<file path="src/rtl/euclid_host_master.sv">
// euclid_host_master: Avalon-MM master that runs one job on the Euclid-distance accelerator.
// A job is 4*VECTOR_SIZE coordinate words (x1,x2,y1,y2 per vector, vector 0 first) taken from
// the input stream. Each word is written to the slave register file, then CTRL is set to 1.
// The block then waits for done_irq and reads back VECTOR_SIZE results, which are sent out on
// the result stream. It writes CTRL=0 after every job and after a timeout.
//
// Ports:
//   clk, rst                 clock and synchronous active-high reset
//   in_valid/in_ready/in_data        coordinate word stream (input)
//   out_valid/out_ready/out_data     result word stream (output), out_last marks the final word
//   busy                     high whenever the FSM is not idle
//   error                    sticky timeout flag, cleared by the next job's first word
//   master_*                 Avalon-MM master port (word addresses)
//   done_irq                 slave DONE level
module euclid_host_master #(
  parameter int unsigned ADDRESS_WIDTH = 4,
  parameter int unsigned VECTOR_SIZE   = 2,
  parameter int unsigned SETTLE_CYCLES = 2,
  parameter int unsigned TIMEOUT       = 1023
) (
  input  logic                     clk,
  input  logic                     rst,
  input  logic                     in_valid,
  output logic                     in_ready,
  input  logic [31:0]              in_data,
  output logic                     out_valid,
  input  logic                     out_ready,
  output logic [31:0]              out_data,
  output logic                     out_last,
  output logic                     busy,
  output logic                     error,
  output logic [ADDRESS_WIDTH-1:0] master_address,
  output logic                     master_read,
  input  logic [31:0]              master_readdata,
  output logic                     master_write,
  output logic [31:0]              master_writedata,
  input  logic                     master_waitrequest,
  input  logic                     done_irq
);

  localparam int unsigned NumWords = 4 * VECTOR_SIZE;
  localparam int unsigned IdxW     = $clog2(NumWords + 1);
  localparam int unsigned KW       = $clog2(VECTOR_SIZE + 1);
  localparam int unsigned CntW     = $clog2(TIMEOUT + 1);
  localparam logic [ADDRESS_WIDTH-1:0] ResBase = ADDRESS_WIDTH'(NumWords + 1);

  typedef enum logic [2:0] {
    StIdle, StLoad, StKick, StWaitIrq, StSettle, StRead, StEmit, StClear
  } state_t;

  state_t            state;
  logic [IdxW-1:0]   idx;   // coordinate words already written
  logic [KW-1:0]     k;     // result currently being read/emitted
  logic [CntW-1:0]   cnt;   // shared timeout / settle counter

  logic              xfer_done;
  logic              last_word;
  logic              in_fire;
  logic [ADDRESS_WIDTH-1:0] next_addr;

  assign xfer_done = (master_write | master_read) & ~master_waitrequest;
  assign last_word = (idx == IdxW'(NumWords - 1));

  // The next word is accepted in the same cycle that the previous write completes. This keeps
  // the load at one word per cycle when the slave does not stall.
  assign in_ready = ~rst & ((state == StIdle) |
                            ((state == StLoad) & (~master_write | (xfer_done & ~last_word))));
  assign busy     = ~rst & (state != StIdle);
  assign in_fire  = in_valid & in_ready;

  // In LOAD, a write that is still pending while a word is accepted must be completing. The new
  // word then goes one slot further along.
  assign next_addr = ADDRESS_WIDTH'(idx) +
                     (master_write ? ADDRESS_WIDTH'(2) : ADDRESS_WIDTH'(1));

  always_ff @(posedge clk) begin
    if (rst) begin
      state            <= StClear;
      idx              <= '0;
      k                <= '0;
      cnt              <= '0;
      out_valid        <= 1'b0;
      out_data         <= '0;
      out_last         <= 1'b0;
      error            <= 1'b0;
      master_address   <= '0;
      master_read      <= 1'b0;
      master_write     <= 1'b0;
      master_writedata <= '0;
    end else begin
      unique case (state)
        StIdle: begin
          if (in_fire) begin
            master_writedata <= in_data;
            master_address   <= ADDRESS_WIDTH'(1);
            master_write     <= 1'b1;
            idx              <= '0;
            error            <= 1'b0;
            state            <= StLoad;
          end
        end

        StLoad: begin
          if (xfer_done) begin
            idx <= idx + IdxW'(1);
            if (last_word) begin
              // Write stays asserted; it becomes the CTRL=1 kick.
              master_address   <= '0;
              master_writedata <= 32'h1;
              state            <= StKick;
            end else begin
              master_write <= 1'b0;
            end
          end
          if (in_fire) begin
            master_writedata <= in_data;
            master_address   <= next_addr;
            master_write     <= 1'b1;
          end
        end

        StKick: begin
          if (xfer_done) begin
            master_write <= 1'b0;
            cnt          <= '0;
            state        <= StWaitIrq;
          end
        end

        StWaitIrq: begin
          if (done_irq) begin
            cnt   <= '0;
            state <= StSettle;
          end else if (cnt == CntW'(TIMEOUT)) begin
            error            <= 1'b1;
            master_write     <= 1'b1;
            master_address   <= '0;
            master_writedata <= 32'h0;
            state            <= StClear;
          end else begin
            cnt <= cnt + CntW'(1);
          end
        end

        StSettle: begin
          if (cnt == CntW'(SETTLE_CYCLES - 1)) begin
            k              <= '0;
            master_address <= ResBase;
            master_read    <= 1'b1;
            state          <= StRead;
          end else begin
            cnt <= cnt + CntW'(1);
          end
        end

        StRead: begin
          if (xfer_done) begin
            master_read <= 1'b0;
            out_data    <= master_readdata;
            out_valid   <= 1'b1;
            out_last    <= (k == KW'(VECTOR_SIZE - 1));
            state       <= StEmit;
          end
        end

        StEmit: begin
          if (out_ready) begin
            out_valid <= 1'b0;
            out_last  <= 1'b0;
            if (out_last) begin
              master_write     <= 1'b1;
              master_address   <= '0;
              master_writedata <= 32'h0;
              state            <= StClear;
            end else begin
              k              <= k + KW'(1);
              master_address <= ResBase + ADDRESS_WIDTH'(k) + ADDRESS_WIDTH'(1);
              master_read    <= 1'b1;
              state          <= StRead;
            end
          end
        end

        StClear: begin
          if (xfer_done) begin
            master_write <= 1'b0;
            state        <= StIdle;
          end else if (!master_write) begin
            // Entered from reset with the strobe low, so launch the CTRL=0 write here.
            master_write     <= 1'b1;
            master_address   <= '0;
            master_writedata <= 32'h0;
          end
        end

        default: state <= StClear;
      endcase
    end
  end

endmodule
</file>
<file path="config.mk">
export PLATFORM = sky130hd
export DESIGN_NAME = euclid_host_master
export DESIGN_NICKNAME = d
export VERILOG_FILES = /design/src/rtl/euclid_host_master.sv
export SDC_FILE = /design/constraint.sdc
export NUM_CORES = 1
export LEC_CHECK = 0
export CORE_MARGIN = 5
export CORE_UTILIZATION = 25
export DETAILED_ROUTE_END_ITERATION = 8
export GPL_TIMING_DRIVEN = 0
export PLACE_DENSITY_LB_ADDON = 0.12
export SETUP_SLACK_MARGIN = 0.05
export SYNTH_ARGS = -nofsm -noshare
export SYNTH_HDL_FRONTEND = slang
export SYNTH_SLANG_ARGS = --single-unit
</file>
<file path="constraint.sdc">
create_clock -name clk -period 2.7 [get_ports clk]
set_input_delay 0.675 -clock clk [delete_from_list [all_inputs] [get_ports clk]]
set_output_delay 0.675 -clock clk [all_outputs]
set_load 0.1 [all_outputs]
</file>
# --- Word level (Yosys, flattened, before mapping) ---
# Index checks and enable logic that the tools add are counted.
op_classes:
  n_addsub: 6
  mul: 0
  div: 0
  order_cmp: 0
  eq_ne: 31
  shifts: 0
  n_mux: 70
  n_bitwise: 13
  reduce_logical: 22
ops:
  columns: ["cell", "n"]
  rows:
  - ["two-way mux 32 bit", 10]
  - ["case mux 32 bit (5 select lines)", 1]
  - ["two-way mux 4 bit", 13]
  - ["two-way mux 10 bit", 4]
  - ["two-way mux 3 bit", 10]
  - ["inequality test 2 bit, second input constant", 15]
  - ["case mux 10 bit (3 select lines)", 1]
  - ["case mux 3 bit (8 select lines)", 1]
  - ["case mux 4 bit (6 select lines)", 1]
  - ["AND reduction 10 bit", 2]
  - ["AND reduction 9 bit", 2]
  - ["two-way mux 1 bit", 17]
  - ["inequality test 3 bit, second input constant", 5]
  - ["equality test 3 bit, second input constant", 4]
  - ["AND reduction 4 bit", 3]
  - ["nonzero test 6 bit", 2]
  - ["adder 10 x 1 -> 10 bit, second input constant", 1]
  - ["equality test 10 x 1 -> 1 bit, second input constant", 1]
  - ["equality test 10 bit, second input constant", 1]
  - ["two-way mux 2 bit", 5]
  - ["nonzero test 3 bit", 3]
  - ["adder 4 x 1 -> 4 bit, second input constant", 2]
  - ["case mux 4 bit (2 select lines)", 1]
  - ["nonzero test 2 bit", 4]
  - ["other kinds (19)", 33]
totals:
  regBits: 92
  latch_bits: 0
  ramBits: 0
  romBits: 0
  input_bits: 70
  n_memories: 0

# --- Logic depth before layout (Yosys ltp) ---
depth:
  ltp_word: 10
  ltp_mapped: 8
  ltp_nobuf: 8

# --- Worst setup path after synthesis ---
# OpenSTA, ideal clock, no wires.
synth_path:
  kind: "reg-to-output"
  start: "reg master_write"
  end: "out in_ready"
  arrival_ns: 2.540
  t_required_ns: 2.025
  setup_slack_ns: -0.515
  path_stages_with_launch: 4
  path_buffers: 0
  cell_sequence: "dfxtp_1 > a211o_1 > o21a_1 > nor2_1"
synth_between:
  elab_chain_cells: 7
  elab_cells_between_ends: 8
  classes_between: "bitwise: 8"
synth_lines:
  columns: ["item", "line", "source"]
  rows:
  - ["from (decl)", "35", "output logic master_write,"]
  - ["from (signal assigned)", "88", "master_write <= 1'b0;"]
  - ["from (signal assigned)", "96", "master_write <= 1'b1;"]
  - ["from (signal assigned)", "112", "master_write <= 1'b0;"]
  - ["bitwise OR 1 bit", "61", "assign xfer_done = (master_write | master_read) & ~master_waitrequest;"]
  - ["AND 1 bit", "61", null]
  - ["AND 1 bit", "67", "((state == StLoad) & (~master_write | (xfer_done & ~last_word))));"]
  - ["bitwise OR 1 bit (*)", "67", null]
  - ["AND 1 bit (*)", "67", null]
  - ["bitwise OR 1 bit (*)", "66", "assign in_ready = ~rst & ((state == StIdle) |"]
  - ["AND 1 bit (*)", "66", null]
  - ["to (decl)", "24", "output logic in_ready,"]
# Every way passes the cells marked *; elsewhere a longest branch is shown, timed or not.

# --- Worst setup path after layout ---
layout_path:
  start: "reg master_writedata[0]"
  end: "out master_writedata[0]"
layout_rtl:
  columns: ["item", "line", "source"]
  rows:
  - ["from (decl)", "36", "output logic [31:0] master_writedata,"]
  - ["from (signal assigned)", "94", "master_writedata <= in_data;"]
  - ["from (signal assigned)", "116", "master_writedata <= in_data;"]
# No word-level cell between the ends.

==> out/qor.csv <==
metric,value,unit
grt_setup_unrepaired,no,
clock-skew-final,0.00762,ns
tightestPinTransition,1.01,ns
synth_nets,617,
synth_xor_area_frac,0.0216,
post_dp_cell_area,6190,um^2
ys_types,60,
drv_slew,0,
cts_buffer_depth,2,
worstPathMaxFanout,2,
power.internal,3.45,mW
cts-root-buf,clkbuf_16,
drc,0,
clkTransAtPathRegs,0.06,ns
fmax,391,MHz
cp_data_required_time,2.03,ns
grt_max_degree,15,
critPathArrivalTime,1.88,ns
initial_core_util,0.256,
clockPowerShare,0.230,
num_vias,4281,
rr_endpoint,out_data[23],
avgSynthCellArea,8.32,um^2
drt_iter0_drc,176,
synth_edf_count,0,
synth.top_cell.area_share,0.413,
portBuffers,144,
finalSetupViolations,0,
r2r-start,state[1],
core_area,17400,um^2
hold_slack,0.454,ns
ir_worst_vdd,0.000415,V
hp-start,out_data[0],
yosys.area.top_type,dfxtp_1,
antenna_found_initial,0,
synth_area_leaders,"dfxtp_1, nand2_1, mux2i_1",
post-route-period-util,0.946,
finish.instance_area,6580,um^2
ys_warn_count,0,
crit_start,master_writedata[0],
die_w,144,um
dp_hpwl,10500,um
layout_min_cycle_time,2.56,ns
synth_compound_area_frac,0.131,
p_per_area,954,nW/um^2
hold_depth,2,
grt_pass1_wl,21900,um
ys_seq_elements,92,
insertion_delay,0.34,ns
crit_path_cell_trace,clkdlybuf4s50_1,
comb_power_share,0.504,
numCtsBuffers,9,
switchingPower,2.82,mW
synth_fa_ha_area_frac,0.0325,
grt_pass1_vias,4157,
synth-simple-area-share,0.275,
ys_seq_area_frac,0.413,
die_h,144,um
synth_area,4460,um^2
n_antenna_cell,0,
cap_violations,0,
slowest_delay,1.16,ns
r2r_setup_slack,0.45,ns
path_buf_inv,1,
avgRoutedWirePerCell,15.2,um
async_flop_share,0,
critical_path_class,reg2out,
critPathLaunchType,flip-flop,
track_usage,0.133,
ios,145,
hold_viol_final,0,
slew_headroom,0.321,
min-delay-path-class,reg2reg,
drive_gt1_frac,0.0775,
p_seq_frac,0.266,
drt_pass1_iterations,5,
cts_tree,built,
holdPathEnd,out_data[0],
cts_sinks,92,
syn_to_final_growth,47.4,%
place_congestion,0.900,
drtAntennaViolNets,0,
reg2reg_depth,8,
critical-path-slowest-cell,clkdlybuf4s50_1,
synth_ff_type,dfxtp_1,
nNetsFinal,774,
rows,48,
muxShareOfSynthArea,0.0864,
synth_top_family_by_area,simple AND/OR/NAND/NOR gates,
synth_cells,536,
swShare,0.449,
via_per_inst,4.64,
die_area,20600,um^2
p_leak,2.39,nW
finalWirelength,14000,um
endpoint_kind,output port,
htree_levels,3,
crit_family,buffers and inverters,
status,completed,
overflow,0,
[sequential cells by signal, indices dropped and copies added, names as in the netlist]
name,count
master_writedata,32
error,1
cnt,10
idx,4
out_valid,1
master_address,4
master_write,1
k,2
out_last,1
state,3
master_read,1
out_data,32
[power groups by stage]
stage	Sequential (mW)	Combinational, mW	Clock [mW]
after global routing	1.69	3.36	1.54
after CTS	1.67	3.16	1.49
after floorplan	2.69	1.39	0
after global placement	1.69	3.15	0
final	1.67	3.16	1.44
after detailed placement	1.69	3.15	0
[cell type report]
| cell class | count | area [um^2] |
|---|---|---|
| Timing Repair Buffer | 146 | 1460 |
| Buffer | 29 | 176 |
| Multi-Input combinational cell | 407 | 2450 |
| Sequential cell | 92 | 1840 |
| Inverter | 8 | 30.0 |
| Tap cell | 225 | 282 |
| Clock inverter | 4 | 98.8 |
| Fill cell | 1774 | 10800 |
| Clock buffer | 11 | 233 |
[metal layers]
layer  vias up  GRT usage  part of all wire
li1       2134          -                 -
met1      2000      0.182              0.47
met2       134      0.207              0.45
met3        13     0.0300             0.067
met4         0     0.0461             0.012
met5         -          0                 0
[repair_timing]
item | in CTS | in global routing
setup endpoints to repair | 9 | 20
buffers inserted | 0 | 2
resized for setup | 25 | 9
hold buffers | 0 | 0
pin swaps | 0 | 2
[worst max-delay path by stage]
stage / endpoint / slack [ns] / depth (start not counted)
floorplan: busy / -0.07 / 4
global placement: in_ready / -1.83 / 6
detailed placement: busy / -1.84 / 6
CTS: in_ready / -0.03 / 6
global route: master_writedata[10] / 0.05 / 8
finish: master_writedata[0] / 0.14 / 1
[per-stage QoR]
stage | TNS [ns] | cells | power (mW) | utilization | worst slack (ns)
2_1_floorplan | -0.143 | 536 | 4.08 | - | -0.0713
3_3_place_gp | -15.88 | 905 | 4.84 | 0.355 | -1.83
3_5_place_dp | -16.99 | 905 | 4.85 | 0.355 | -1.84
4_1_cts | -0.0283 | 920 | 6.32 | 0.375 | -0.0283
5_1_grt | 0 | 922 | 6.59 | 0.378 | 0.0541
6_report | 0 | 922 | 6.27 | 0.378 | 0.145
[synth_stat cells (all sizes together) (5+ instances only)]
master and number:
nand3 11, dfxtp 92, xnor2 10, mux2i 34, nor3 15, nor4 5, nor2b 8, clkbuf 11
buf 18, nand2b 36, ha 10, a21oi 51, o21ai 15, inv 8, nand4 5, nand2 122
nor2 33
[cell families (layout without fill, tap and decap cells)]
logic type / after synthesis / after routing
AO/OA/AOI/OAI: 94 / 94
XOR/XNOR: 11 / 11
adder cells (fa/ha/maj): 11 / 11
buffers and inverters: 37 / 198
flip-flops: 92 / 92
multiplexers: 38 / 38
AND/OR/NAND/NOR: 253 / 253
[layout by cell type, fill, tap and decap left out, types with 3 or more instances in the layout]
cell             count
a211o_1              4
a21oi_1             51
a22oi_1              3
and3_1               4
buf_2               10
buf_4                4
buf_6                4
bufinv_16            3
clkbuf_1            11
clkbuf_16            9
clkdlybuf4s50_1    138
dfxtp_1             92
dlygate4sd2_1        3
ha_1                10
inv_1                6
mux2_1               4
mux2i_1             34
nand2_1            120
nand2b_1            36
nand3_1             11
nand3b_1             3
nand4_1              4
nor2_1              31
nor2b_1              8
nor3_1              13
nor4_1               4
o211ai_1             3
o21ai_0             14
xnor2_1             10
(Power assumes the default switching activity.)
